`src/rtl/muldiv_unit.sv`:
```
// muldiv_unit -- iterative 32x32 multiply / divide unit (radix-2, one step per cycle).
//
// Ports:
//   clk           rising-edge system clock
//   rst           asynchronous active-low reset
//   start         request a new operation (accepted in IDLE or DONE)
//   op[1:0]       00 MULT, 01 MULTU, 10 DIV, 11 DIVU
//   in_a, in_b    multiplicand/dividend, multiplier/divisor (sampled on accept edge only)
//   cancel        abort whatever is in flight; wins over start
//   busy          high while iterating (CALC) and during sign fix-up (FIX)
//   out_fg_write  one-cycle strobe in DONE, HI/LO register write enable
//   out_hi/out_lo product[63:32]/[31:0], or remainder/quotient
//
// Timing: accept edge -> 32 CALC cycles -> 1 FIX cycle -> DONE (34th cycle after accept).
module muldiv_unit #(
    parameter int CYCLES = 32
) (
    input  logic        clk,
    input  logic        rst,
    input  logic        start,
    input  logic [1:0]  op,
    input  logic [31:0] in_a,
    input  logic [31:0] in_b,
    input  logic        cancel,
    output logic        busy,
    output logic        out_fg_write,
    output logic [31:0] out_hi,
    output logic [31:0] out_lo
);

    typedef enum logic [1:0] {IDLE, CALC, FIX, DONE} state_t;

    state_t      state;
    logic [4:0]  count;
    logic        is_div;
    logic        neg_lo;     // negate product (mul) or quotient (div)
    logic        neg_hi;     // negate remainder (div)
    logic [31:0] acc_hi;     // product upper half / partial remainder
    logic [31:0] acc_lo;     // multiplier shifting out / dividend-quotient shifting
    logic [31:0] divisor;    // |b| for both mul and div

    // Operand magnitudes; unsigned ops (op[0]=1) pass raw values.
    logic        a_neg, b_neg;
    logic [31:0] a_mag, b_mag;
    assign a_neg = ~op[0] & in_a[31];
    assign b_neg = ~op[0] & in_b[31];
    assign a_mag = a_neg ? (~in_a + 32'd1) : in_a;
    assign b_mag = b_neg ? (~in_b + 32'd1) : in_b;

    // Multiply step: add multiplicand to upper half when LSB of multiplier set,
    // then shift the whole 65-bit {carry, acc_hi, acc_lo} right by one.
    logic [32:0] mul_sum;
    assign mul_sum = {1'b0, acc_hi} + (acc_lo[0] ? {1'b0, divisor} : 33'd0);

    // Divide step: restoring; 33-bit partial remainder after the left shift.
    logic [32:0] div_shift, div_diff;
    logic        div_ge;
    assign div_shift = {acc_hi, acc_lo[31]};
    assign div_ge    = div_shift >= {1'b0, divisor};
    assign div_diff  = div_shift - {1'b0, divisor};

    // Sign fix-up values consumed on the FIX -> DONE edge.
    logic [63:0] prod_fix;
    logic [31:0] quo_fix, rem_fix;
    assign prod_fix = neg_lo ? (~{acc_hi, acc_lo} + 64'd1) : {acc_hi, acc_lo};
    assign quo_fix  = neg_lo ? (~acc_lo + 32'd1) : acc_lo;
    assign rem_fix  = neg_hi ? (~acc_hi + 32'd1) : acc_hi;

    always_ff @(posedge clk or negedge rst) begin
        if (!rst) begin
            state        <= IDLE;
            count        <= 5'd0;
            busy         <= 1'b0;
            out_fg_write <= 1'b0;
            out_hi       <= 32'd0;
            out_lo       <= 32'd0;
            is_div       <= 1'b0;
            neg_lo       <= 1'b0;
            neg_hi       <= 1'b0;
            acc_hi       <= 32'd0;
            acc_lo       <= 32'd0;
            divisor      <= 32'd0;
        end else if (cancel) begin
            state        <= IDLE;
            count        <= 5'd0;
            busy         <= 1'b0;
            out_fg_write <= 1'b0;
        end else begin
            case (state)
                IDLE, DONE: begin
                    out_fg_write <= 1'b0;
                    if (start) begin
                        state   <= CALC;
                        count   <= 5'd0;
                        busy    <= 1'b1;
                        is_div  <= op[1];
                        // Divide-by-zero keeps quotient all-ones: no quotient negation.
                        neg_lo  <= (a_neg ^ b_neg) & (~op[1] | (in_b != 32'd0));
                        neg_hi  <= a_neg;
                        acc_hi  <= 32'd0;
                        acc_lo  <= a_mag;
                        divisor <= b_mag;
                    end else begin
                        state <= IDLE;
                    end
                end
                CALC: begin
                    if (is_div) begin
                        acc_hi <= div_ge ? div_diff[31:0] : div_shift[31:0];
                        acc_lo <= {acc_lo[30:0], div_ge};
                    end else begin
                        acc_hi <= mul_sum[32:1];
                        acc_lo <= {mul_sum[0], acc_lo[31:1]};
                    end
                    count <= count + 5'd1;
                    if (count == 5'(CYCLES - 1))
                        state <= FIX;
                end
                FIX: begin
                    state        <= DONE;
                    busy         <= 1'b0;
                    out_fg_write <= 1'b1;
                    if (is_div) begin
                        out_hi <= rem_fix;
                        out_lo <= quo_fix;
                    end else begin
                        out_hi <= prod_fix[63:32];
                        out_lo <= prod_fix[31:0];
                    end
                end
                default: state <= IDLE;
            endcase
        end
    end

endmodule

```
`config.mk`:
```
export PLATFORM = sky130hd
export DESIGN_NAME = muldiv_unit
export DESIGN_NICKNAME = d
export VERILOG_FILES = /design/src/rtl/muldiv_unit.sv
export SDC_FILE = /design/constraint.sdc
export NUM_CORES = 1
export LEC_CHECK = 0
export BUFFER_PORTS_ARGS = -buffer_cell sky130_fd_sc_hd__buf_2
export CORE_ASPECT_RATIO = 0.7
export CORE_UTILIZATION = 30
export CTS_BUF_LIST = sky130_fd_sc_hd__clkbuf_2 sky130_fd_sc_hd__clkbuf_4 sky130_fd_sc_hd__clkbuf_8
export CTS_CLUSTER_SIZE = 40
export DETAILED_ROUTE_END_ITERATION = 8
export GPL_TIMING_DRIVEN = 0
export PLACE_DENSITY_LB_ADDON = 0.25
export REMOVE_ABC_BUFFERS = 1
export SYNTH_ARGS = -nofsm -noshare
export SYNTH_HDL_FRONTEND = slang
export SYNTH_SLANG_ARGS = --single-unit
```
`constraint.sdc`:
```
create_clock -name clk -period 3.4 [get_ports clk]
set_input_delay 0.17 -clock clk [delete_from_list [all_inputs] [get_ports clk]]
set_output_delay 0.17 -clock clk [all_outputs]
set_load 0.01 [all_outputs]
```
==> impl_summary.log <==
INFO  metric logic_depth_of_the_worst_register_to_register_path = 11
INFO  metric chipWidth = 261 um
INFO  metric power.net_switching = roughly 8.2 mW
INFO  metric failed_checks = design-rule violations
INFO  metric largest_buffer_count_on_any_clock_path = 2
INFO  metric max_clock_freq = 303 MHz
INFO  metric global_route_wire_length_before_repair = 69.1 mm
INFO  metric cp-end-kind = flop
INFO  metric clock-root-buffer = sky130_fd_sc_hd__clkbuf_8
INFO  metric synth_cells = 1,766
INFO  metric ir_worst_vdd = between 0.3 and 0.4 mV
INFO  metric clock_pin_slew_on_the_worst_setup_and_hold_paths = 100 ps
INFO  metric wl = 43.3 mm
INFO  metric period_share = 0.970
INFO  metric synth_flop_cell = sky130_fd_sc_hd__dfrtp_1
INFO  metric coreArea = between 40,000 and 50,000 um^2
INFO  metric power_density = 980 nW/um^2
INFO  metric share_clk_of_total_power = 0.094
INFO  metric routed_via_density = 5.17
INFO  metric worstHoldPathType = in -> reg
INFO  metric tightest_slew = 1110 ps
INFO  metric drtIter0Drc = 1,262
INFO  metric startpoint_of_the_worst_slack_reg_to_reg_timing_path = acc_hi[20]$_DFFE_PN0P_
INFO  metric initial_utilization = 0.308
INFO  metric post-dp-hpwl = 33.4 mm
INFO  metric postSynth.asyncResetShare = 1.00
INFO  metric final-max-slew-violation-count = 0
INFO  metric final_layout_size_suffix_gt1_frac = 0.139
INFO  metric p_sw_frac = 0.512
INFO  metric grt_setup_unrepaired = yes
INFO  metric first_global_vias = around 12,000
INFO  metric seq_area_frac_synth = 0.306
INFO  metric synthesis.area = between 10,000 and 15,000 um^2
INFO  metric ant_nets = 0
INFO  metric synth-warning-count = 0
INFO  metric grt-ovfl-total = 0
INFO  metric grt_antenna_before_repair = 2
INFO  metric internal-power = 7.82 mW
INFO  metric post_synth_main_area_contributors = sky130_fd_sc_hd__dfrtp_1 31%, sky130_fd_sc_hd__nand2_1 6.8%, sky130_fd_sc_hd__o21ai_0 6.7%
INFO  metric drt_first_pass_iters = 7
INFO  metric rrSetupSlack = 100 ps
INFO  metric r2r-end = acc_hi[8]$_DFFE_PN0P_
INFO  metric post-route-drc-count = 16
INFO  metric p_leak = 7.52 nW
INFO  metric top_level_ports = 136
INFO  metric cap_viol_max_count = 0
INFO  metric crit_path_start_kind = flop
INFO  metric post-route-util = 0.359
INFO  metric clock_sink_count = approximately 170
INFO  metric height_of_the_chip = between 150 and 200 um
INFO  metric cts_buffer_count = 17
INFO  metric finalWorstPathRequiredPeriod = ~3300 ps
INFO  metric synth_cell_types = 87
INFO  metric grt_max_degree = slightly above 100
INFO  metric clock_latency_at_the_later_pin_of_the_worst_skew_pair = a little under 500 ps
INFO  metric synthDominantCellAreaShare = 0.306
INFO  metric ctsHtreeMaxLevel = 4
INFO  metric synth_most_common_cell = sky130_fd_sc_hd__nand2_1
INFO  metric power_frac_seq = 0.249
INFO  metric synth_common_cells = 255 x sky130_fd_sc_hd__nand2_1, 188 x sky130_fd_sc_hd__o21ai_0, 172 x sky130_fd_sc_hd__dfrtp_1, 138 x sky130_fd_sc_hd__nor2_1, 106 x sky130_fd_sc_hd__a21oi_1
INFO  metric result_of_the_run = finished, violations left
INFO  metric num-fill-cells = 4,780
INFO  metric cp-endpoint = acc_hi[8]$_DFFE_PN0P_
INFO  metric via_count = 12,900
INFO  metric maximum_net_fanout_on_the_critical_path = 9
INFO  metric synth-edff-count = 0
INFO  metric port-buffer-count = 135
INFO  metric critPathArrivalTime = about 3700 ps
INFO  metric cts_tree = built
INFO  metric final.setup_skew = between 15 and 20 ps
INFO  metric total_routing_resource_utilization_after_global_routing = 0.183
INFO  metric cell_type_with_the_largest_total_area_after_synthesis = sky130_fd_sc_hd__dfrtp_1
INFO  metric nets = ~2,000
INFO  metric relSlewSlack = 0.261
INFO  metric design.die.area = between 40,000 and 50,000 um^2
INFO  metric worst_ep_required_time = 3750 ps
INFO  metric comb_power_share = 0.657
INFO  metric postSynthAreaPerCell = 7.96 um^2
INFO  metric synth.ff_latch_count = about 170
INFO  metric gp_routability_congestion = 0.910
INFO  metric row_cnt = 65
INFO  metric setup-violations-final = 0
INFO  metric routed_wire_length_per_instance = ~17 um
INFO  metric timing_worst_setup_path_type = reg -> reg
INFO  metric critPathLaunch = acc_hi[20]$_DFFE_PN0P_
INFO  metric areaGrowthSynthToFinish = 16.5%
INFO  metric timing.final.hold_violations = 0
INFO  metric holdWs = roughly 54 ps
state kept, by name (all words and copies together) (netlist names):
register,flops
is_div,1
acc_hi,32
out_fg_write,1
divisor,32
busy,1
state,2
out_hi,32
neg_lo,1
out_lo,32
neg_hi,1
count,5
acc_lo,32
stage by stage:
stage | power [mW] | cells | setup WS (ps) | TNS, ps | cell area [um^2]
after floorplan | 10.9 | 1668 | -870 | -13110 | 13700
after global placement | 13.7 | 2406 | -2890 | -288700 | 15100
after detailed placement | 13.8 | 2411 | -737 | -21720 | 15200
after CTS | 15.8 | 2485 | 19.3 | 0 | 16100
after global routing | 17.5 | 2492 | -33.7 | -35.5 | 16400
final | 16.0 | 2492 | 103 | 0 | 16400
layout make-up:
type / instances / area, um^2 / share of cell area
diodes: 1 / 2.50 / 0.000153
clock buffers: 23 / 285 / 0.0174
clock inverters: 9 / 114 / 0.00696
inverters: 67 / 258 / 0.0157
multi-input cells: 1430 / 9370 / 0.572
flip-flops and latches: 172 / 4320 / 0.264
well taps: 603 / 754 / 0.0461
repair buffers: 186 / 1260 / 0.0772
repair inverters: 1 / 7.51 / 0.000459
worst max-delay path, stage by stage (launching register included):
cell	delay, ps
sky130_fd_sc_hd__dfrtp_1	520
sky130_fd_sc_hd__ha_1	470
sky130_fd_sc_hd__nand3_1	190
sky130_fd_sc_hd__nor3_1	360
sky130_fd_sc_hd__nand3_1	130
sky130_fd_sc_hd__o31a_1	320
sky130_fd_sc_hd__o21ai_0	180
sky130_fd_sc_hd__o21ba_4	250
sky130_fd_sc_hd__buf_12	150
sky130_fd_sc_hd__mux2_1	350
sky130_fd_sc_hd__a21oi_1	170
sky130_fd_sc_hd__o21ai_1	80
layer usage:
metal / track usage / up-vias / wire, um
met1: 0.294 / 6023 / 23500
met3: 0.0333 / 39 / 2400
met2: 0.241 / 301 / 16800
met4: 0.0491 / 2 / 622
met5: 0 / - / 13
li1: - / 6521 / -
how the worst min path moves through the flow:
stage              from                 endpoint  slack (ps)  depth (start not counted)
6_report       in_b[24]  divisor[24]$_DFFE_PN0P_          50                          3
5_1_grt        in_b[28]  divisor[28]$_DFFE_PN0P_          30                          3
4_1_cts        in_b[28]  divisor[28]$_DFFE_PN0P_           5                          3
3_5_place_dp        rst    out_lo[4]$_DFFE_PN0P_         220                          1
3_3_place_gp      op[1]       is_div$_DFFE_PN0P_         430                          2
2_1_floorplan       rst    acc_hi[0]$_DFFE_PN0P_        -130                          0
power groups by stage:
stage                     clock [mW]  combinational [mW]  sequential (mW)
final                           1.50                10.5             4.00
after global routing            1.64                11.7             4.14
after CTS                       1.57                10.3             3.98
after detailed placement           0                9.82             4.00
after global placement             0                9.58             4.12
after floorplan                    0                7.02             3.86
repair_timing:
item,4_1_cts,5_1_grt
setup buffers,9,6
hold buffers,31,0
setup endpoints to repair,48,28
resized for setup,19,37
cloned,2,0
hold endpoints to repair,115,0
pin swaps,2,2
layout by cell type (no fill, tap or decap), types with 7 or more instances in the layout:
master                            n
sky130_fd_sc_hd__a31oi_1         11
sky130_fd_sc_hd__a22o_1          12
sky130_fd_sc_hd__o21bai_1         8
sky130_fd_sc_hd__o211ai_1         8
sky130_fd_sc_hd__nand4_1         13
sky130_fd_sc_hd__mux2i_1         56
sky130_fd_sc_hd__nor3_1          31
sky130_fd_sc_hd__inv_1           64
sky130_fd_sc_hd__nand2_1        254
sky130_fd_sc_hd__o41ai_1         12
sky130_fd_sc_hd__a21o_1          27
sky130_fd_sc_hd__or3_1           16
sky130_fd_sc_hd__nor2b_1         13
sky130_fd_sc_hd__or4_1           17
sky130_fd_sc_hd__o31ai_1         20
sky130_fd_sc_hd__dfrtp_1        164
sky130_fd_sc_hd__clkbuf_8        18
sky130_fd_sc_hd__a211oi_1        12
sky130_fd_sc_hd__nand2b_1        14
sky130_fd_sc_hd__ha_1            63
sky130_fd_sc_hd__and2_1           7
sky130_fd_sc_hd__dlygate4sd3_1   31
sky130_fd_sc_hd__o21ai_0        187
sky130_fd_sc_hd__o21ai_1         51
sky130_fd_sc_hd__buf_4           13
sky130_fd_sc_hd__a21oi_1        103
sky130_fd_sc_hd__nor4_1          12
sky130_fd_sc_hd__xnor2_1         79
sky130_fd_sc_hd__o21a_1          14
sky130_fd_sc_hd__buf_2          134
sky130_fd_sc_hd__dfrtp_2          7
sky130_fd_sc_hd__ha_2             8
sky130_fd_sc_hd__nand3_1         22
sky130_fd_sc_hd__xor2_1          92
sky130_fd_sc_hd__nor2_1         137
sky130_fd_sc_hd__and3_1          10
kinds of logic (layout without fill, tap and decap cells):
group,Yosys count,count (layout),share of synthesized area
buffers and inverters,165,286,0.0461
DFF,172,172,0.306
muxes,65,65,0.0470
and+or+nand+nor,581,581,0.193
AOI/OAI and AO/OA,538,539,0.234
adders and majority gates,74,74,0.0670
xor gates and xnor gates,171,171,0.107
other,0,1,0
Power figures use the tool's default switching activity.
